==> config.mk <==
export PLATFORM = sky130hd
export DESIGN_NAME = sd_cmd_host
export DESIGN_NICKNAME = d
export VERILOG_FILES = /design/src/rtl/sd_cmd_host.sv
export SDC_FILE = /design/constraint.sdc
export NUM_CORES = 1
export LEC_CHECK = 0
export BUFFER_PORTS_ARGS = -buffer_cell sky130_fd_sc_hd__buf_2
export CAP_MARGIN = 30
export CORE_UTILIZATION = 51
export DETAILED_ROUTE_END_ITERATION = 6
export PLACE_DENSITY = 0.77
export SETUP_SLACK_MARGIN = 0.3
export SLEW_MARGIN = 40
export SYNTH_ARGS = -nofsm -noshare
export SYNTH_HDL_FRONTEND = slang
export SYNTH_SLANG_ARGS = --single-unit
export TNS_END_PERCENT = 1
==> constraint.sdc <==
create_clock -name clk -period 2.95 [get_ports clk]
set_input_delay 0.59 -clock clk [delete_from_list [all_inputs] [get_ports clk]]
set_output_delay 0.59 -clock clk [all_outputs]
set_load 0.005 [all_outputs]
==> src/rtl/sd_cmd_host.sv <==
// ============================================================================
//  Module   : sd_cmd_host
//  Brief    : SD CMD-line initiator. Sends a CRC7-protected 48-bit command
//             frame and captures the card's 48/136-bit response.
//  Revision : 1.0 - initial release
// ============================================================================
`default_nettype none

module sd_cmd_host #(
    parameter int CLK_DIV = 2,
    parameter int NCR_MAX = 64,
    parameter int NCC_GAP = 8
) (
    input  logic         clk,
    input  logic         rst,
    input  logic         i_cmd_valid,
    output logic         o_cmd_ready,
    input  logic [5:0]   i_cmd_index,
    input  logic [31:0]  i_cmd_arg,
    input  logic [1:0]   i_resp_type,
    output logic [135:0] o_resp,
    output logic         o_done,
    output logic         o_crc_err,
    output logic         o_timeout,
    output logic         o_sd_clk,
    output logic         o_sd_cmd,
    output logic         o_sd_cmd_oe,
    input  logic         i_sd_cmd
);

    localparam int DIV_W   = (CLK_DIV > 1) ? $clog2(CLK_DIV) : 1;
    localparam int CNT_MAX = (NCR_MAX > 136) ? ((NCR_MAX > NCC_GAP) ? NCR_MAX : NCC_GAP)
                                             : ((NCC_GAP > 136) ? NCC_GAP : 136);
    localparam int CNT_W   = $clog2(CNT_MAX + 1);

    typedef enum logic [2:0] {
        ST_IDLE = 3'd0,
        ST_SEND = 3'd1,
        ST_WAIT = 3'd2,
        ST_RECV = 3'd3,
        ST_GAP  = 3'd4
    } state_t;

    state_t             r_state;
    logic [DIV_W-1:0]   r_div_cnt;
    logic [CNT_W-1:0]   r_cnt;
    logic [47:0]        r_frame;
    logic [1:0]         r_resp_type;

    // CRC7, polynomial x^7 + x^3 + 1, zero seed, MSB first
    function automatic logic [6:0] crc7_40(input logic [39:0] data);
        logic [6:0] crc;
        logic       fb;
        crc = 7'd0;
        for (int i = 39; i >= 0; i--) begin
            fb  = data[i] ^ crc[6];
            crc = {crc[5:0], 1'b0};
            if (fb) begin
                crc = crc ^ 7'h09;
            end
        end
        return crc;
    endfunction

    logic           w_div_term;
    logic           w_rise;
    logic           w_fall;
    logic [39:0]    w_cmd_head;
    logic [6:0]     w_cmd_crc;
    logic [135:0]   w_resp_next;
    logic [6:0]     w_resp_crc;
    logic [CNT_W-1:0] w_resp_len;
    logic           w_last_bit;
    logic           w_resp_bad;

    assign w_div_term  = (r_div_cnt == DIV_W'(CLK_DIV - 1));
    assign w_rise      = w_div_term & ~o_sd_clk;
    assign w_fall      = w_div_term &  o_sd_clk;
    assign w_cmd_head  = {2'b01, i_cmd_index, i_cmd_arg};
    assign w_cmd_crc   = crc7_40(w_cmd_head);
    assign w_resp_next = {o_resp[134:0], i_sd_cmd};
    assign w_resp_crc  = crc7_40(w_resp_next[47:8]);
    assign w_resp_len  = (r_resp_type == 2'd2) ? CNT_W'(136) : CNT_W'(48);
    assign w_last_bit  = ((r_cnt + CNT_W'(1)) == w_resp_len);
    // Only R1-class responses carry a CRC the host can verify
    assign w_resp_bad  = (r_resp_type == 2'd1)
                       ? ((w_resp_crc != w_resp_next[7:1]) || !w_resp_next[0])
                       : !w_resp_next[0];

    always_ff @(posedge clk) begin
        if (rst) begin
            r_state     <= ST_IDLE;
            r_div_cnt   <= '0;
            r_cnt       <= '0;
            r_frame     <= '0;
            r_resp_type <= 2'd0;
            o_cmd_ready <= 1'b1;
            o_resp      <= '0;
            o_done      <= 1'b0;
            o_crc_err   <= 1'b0;
            o_timeout   <= 1'b0;
            o_sd_clk    <= 1'b0;
            o_sd_cmd    <= 1'b1;
            o_sd_cmd_oe <= 1'b0;
        end else begin
            if (w_div_term) begin
                r_div_cnt <= '0;
                o_sd_clk  <= ~o_sd_clk;
            end else begin
                r_div_cnt <= r_div_cnt + DIV_W'(1);
            end

            o_done <= 1'b0;

            case (r_state)
                ST_IDLE: begin
                    if (i_cmd_valid && o_cmd_ready) begin
                        o_cmd_ready <= 1'b0;
                        r_resp_type <= i_resp_type;
                        r_frame     <= {w_cmd_head, w_cmd_crc, 1'b1};
                        o_resp      <= '0;
                        o_crc_err   <= 1'b0;
                        o_timeout   <= 1'b0;
                        r_cnt       <= '0;
                        r_state     <= ST_SEND;
                    end
                end

                ST_SEND: begin
                    if (w_fall) begin
                        // After 48 driven bits the end bit has been held a full SD clock
                        if (r_cnt == CNT_W'(48)) begin
                            o_sd_cmd_oe <= 1'b0;
                            o_sd_cmd    <= 1'b1;
                            r_cnt       <= '0;
                            r_state     <= (r_resp_type != 2'd0) ? ST_WAIT : ST_GAP;
                        end else begin
                            o_sd_cmd_oe <= 1'b1;
                            o_sd_cmd    <= r_frame[47];
                            r_frame     <= {r_frame[46:0], 1'b1};
                            r_cnt       <= r_cnt + CNT_W'(1);
                        end
                    end
                end

                ST_WAIT: begin
                    if (w_rise) begin
                        if (!i_sd_cmd) begin
                            o_resp  <= w_resp_next;
                            r_cnt   <= CNT_W'(1);
                            r_state <= ST_RECV;
                        end else if (r_cnt == CNT_W'(NCR_MAX - 1)) begin
                            o_timeout <= 1'b1;
                            r_cnt     <= '0;
                            r_state   <= ST_GAP;
                        end else begin
                            r_cnt <= r_cnt + CNT_W'(1);
                        end
                    end
                end

                ST_RECV: begin
                    if (w_rise) begin
                        o_resp <= w_resp_next;
                        if (w_last_bit) begin
                            o_crc_err <= w_resp_bad;
                            r_cnt     <= '0;
                            r_state   <= ST_GAP;
                        end else begin
                            r_cnt <= r_cnt + CNT_W'(1);
                        end
                    end
                end

                ST_GAP: begin
                    if (w_rise) begin
                        if (r_cnt == CNT_W'(NCC_GAP - 1)) begin
                            o_done      <= 1'b1;
                            o_cmd_ready <= 1'b1;
                            r_cnt       <= '0;
                            r_state     <= ST_IDLE;
                        end else begin
                            r_cnt <= r_cnt + CNT_W'(1);
                        end
                    end
                end

                default: begin
                    o_cmd_ready <= 1'b1;
                    o_sd_cmd_oe <= 1'b0;
                    o_sd_cmd    <= 1'b1;
                    r_state     <= ST_IDLE;
                end
            endcase
        end
    end

endmodule

`default_nettype wire
==> impl_metrics.env <==
export IMPL_wl_per_cell_um=15.3
export IMPL_slowest_delay_ns=0.42
export IMPL_slowest_stage="xnor3_1"
export IMPL_cts_tree="done"
export IMPL_worstReg2RegStart="o_resp[46]$_SDFFE_PP0P_"
export IMPL_ys_types=51
export IMPL_slew_limit_headroom_pct=59.2
export IMPL_crit_arrival_ns=3.24
export IMPL_synthToLayoutAreaGrowth_pct=22.8
export IMPL_drive_gt1_share_pct=23.4
export IMPL_tightest_slew_ns=0.605
export IMPL_pwr_share_comb_pct=40.3
export IMPL_synth_top_area_share_pct=41.2
export IMPL_slew_violations=0
export IMPL_via_per_inst=5.45
export IMPL_internal_power_mw=6.18
export IMPL_p_leak_nw=4.92
export IMPL_final_util_pct=64.7
export IMPL_diodes=0
export IMPL_clockPowerShare_pct=28.2
export IMPL_core_mm2=0.0189
export IMPL_clock_fmax_mhz=354
export IMPL_power_mw=10.0
export IMPL_grt_usage_pct=24.7
export IMPL_synth_area_top_cells="dfxtp_1, nand2_1, a21oi_1"
export IMPL_gr_total_overflow=0
export IMPL_netlist_area_mm2=0.00996
export IMPL_synth_commonest_cells="nand2_1, dfxtp_1, a21oi_1, nand3_1, nor2_1"
export IMPL_dp_slack_ns=-0.0527
export IMPL_finClkSkew_ns=0.0209
export IMPL_finalWorstSetupSlack_ns=0.127
export IMPL_clockRootBuffer="clkbuf_16"
export IMPL_yosysMostFrequentCell="nand2_1"
export IMPL_synth_area_per_cell_um2=8.30
export IMPL_yosysSeqAreaShare_pct=41.2
export IMPL_die_area_mm2=0.0201
export IMPL_crit_chain="buf_4 > xnor2_2 > xnor3_1 > xnor2_2 > xnor2_1 > xnor2_1 > xnor2_1 > mux2i_1 > nand4_1 > o21a_1"
export IMPL_power_frac_seq_pct=31.6
export IMPL_die_h_um=142
export IMPL_min_path_type="primary input to flop"
export IMPL_critical_path_most_common_cell="xnor2_1"
export IMPL_drc=0
export IMPL_min_period_ns=2.82
export IMPL_yosys_register_bits=205
export IMPL_crit_fanout=5
export IMPL_p_switching_mw=3.85
export IMPL_synth_fp_nets=1246
export IMPL_peakVddDrop_v=0.000546
export IMPL_cts_sinks=205
export IMPL_startpoint="o_resp[46]$_SDFFE_PP0P_"
export IMPL_die_w_um=142
export IMPL_firstDrtPassIters=5
export IMPL_cts_buffers=23
export IMPL_n_fill_cell=1653
export IMPL_clk_pin_slew_ns=0.07
export IMPL_clockBufferDepth=3
export IMPL_hold_ws_ns=0.331
export IMPL_final_setup_viol_count=0
export IMPL_worst_setup_path_type="flop to flop"
export IMPL_yosys_area_top_type="dfxtp_1"
export IMPL_status="finished clean"
export IMPL_cp_start_kind="flop"
export IMPL_num_vias=8936
export IMPL_first_iter_violations=604
export IMPL_first_global_vias=8296
export IMPL_grt_max_degree=139
export IMPL_place_hpwl_um=16200
export IMPL_htree_levels=1
export IMPL_io_buffers=186
export IMPL_finalNetCount=1410
export IMPL_rsz0062_at_grt="yes"
export IMPL_synth_edff_count=0
export IMPL_tns_ns=0
export IMPL_finalHoldViolCount=0
export IMPL_crit_buf_inv=1
export IMPL_switching_share_pct=38.4
export IMPL_ys_flop_type="dfxtp_1"
export IMPL_syn_inst=1200
export IMPL_critical_path_top_delay_family="XOR/XNOR gates"
export IMPL_place_congestion=0.862
export IMPL_ys_async_sr_fraction_pct=0
export IMPL_powerDensity_mw_per_mm2=820
export IMPL_core_rowCount=50
export IMPL_clock_latency_ns=0.52
export IMPL_ys_warn_count=0
export IMPL_crit_required_ns=3.36
export IMPL_grt_pass1_wl_um=41000
export IMPL_cap_viol_max_count=0
export IMPL_antenna_found_initial=0
export IMPL_min_period_over_period_pct=95.7
export IMPL_end_kind="flop"
export IMPL_wl_um=25000
export IMPL_initial_utilization_pct=52.7
export IMPL_io_pins=187
export IMPL_postRouteAntennaNets=0
export IMPL_hold_start="i_resp_type[1]"
-- registers in the layout (all words and copies together) (netlist names), 2 cells and up --
register and count:
o_resp 136, r_frame 48, r_cnt 8, r_state 3
r_resp_type 2
-- per-layer routing --
metal,GRT usage (%),part of all wire (%),vias to the layer above
met5,0,0,-
met4,7.24,2.0,0
met3,4.15,6.0,36
met2,40.9,49,267
met1,33.0,43,4190
li1,-,-,4443
-- final timing paths --
check / to / slack, ns / cells after the start
max reg2reg: o_crc_err$_SDFFE_PP0P_ / 0.13 / 10
min reg2reg: o_resp[135]$_SDFFE_PP0P_ / 0.46 / 2
max: o_crc_err$_SDFFE_PP0P_ / 0.13 / 10
min: r_resp_type[1]$_SDFFE_PP0P_ / 0.33 / 3
-- tightest hold or removal path: stages --
cell and delay, ns:
buf_2 0.08, mux2i_1 0.06, nor2_1 0.07
-- logic make-up (layout without fill, tap and decap cells) --
family                   count (synthesis)  count (layout)  synth area share [%]
AND/OR/NAND/NOR                        506             506                  21.9
AO/OA/AOI/OAI                          245             245                  14.4
flip-flops                             205             205                  41.2
XOR/XNOR                               136             136                  17.6
buffers and inverters                  100             279                  3.87
multiplexers                             6               6                 0.741
adder cells (fa/ha/maj)                  2               2                 0.251
-- power groups by stage --
stage | Clock (mW) | Sequential [mW] | Combinational [mW]
2_1_floorplan | 0 | 3.17 | 3.01
3_3_place_gp | 0 | 3.21 | 3.89
3_5_place_dp | 0 | 3.22 | 3.95
4_1_cts | 2.89 | 3.16 | 3.97
5_1_grt | 3.02 | 3.19 | 4.48
6_report | 2.83 | 3.16 | 4.04
-- stage by stage --
stage | std cells | cell area, um^2
5_1_grt | 1639 | 12200
2_1_floorplan | 1200 | 9980
3_3_place_gp | 1591 | 11300
3_5_place_dp | 1591 | 11300
6_report | 1639 | 12200
4_1_cts | 1635 | 12100
-- timing repair --
item                                    in CTS  in global routing
endpoints found under the setup margin       1                  7
setup buffers                                4                  3
resized for setup                           13                 15
pin swaps                                    8                 14
hold buffers                                 0                  0
-- area by class of cell --
class                      instances  area, um^2  area share (%)
multi-input combinational        895        5620            46.0
sequential                       205        4120            33.7
timing repair buffer             235        1400            11.5
clock buffer                      30         632            5.17
tap                              260         325            2.66
clock inverter                    10         113           0.921
inverter                           4        15.0           0.123
-- cell usage in the layout (no fill, tap or decap), types with 15 or more instances in the layout --
| master | n |
|---|---|
| nand2_1 | 238 |
| dfxtp_1 | 197 |
| buf_2 | 185 |
| a21oi_1 | 164 |
| nand3_1 | 142 |
| nor2_1 | 85 |
| xnor2_1 | 57 |
| buf_4 | 42 |
| a311oi_1 | 40 |
| xor2_1 | 24 |
| clkbuf_16 | 23 |
| xnor3_1 | 17 |
| xnor2_2 | 15 |
Note: power is estimated with default switching activity, not from simulation.
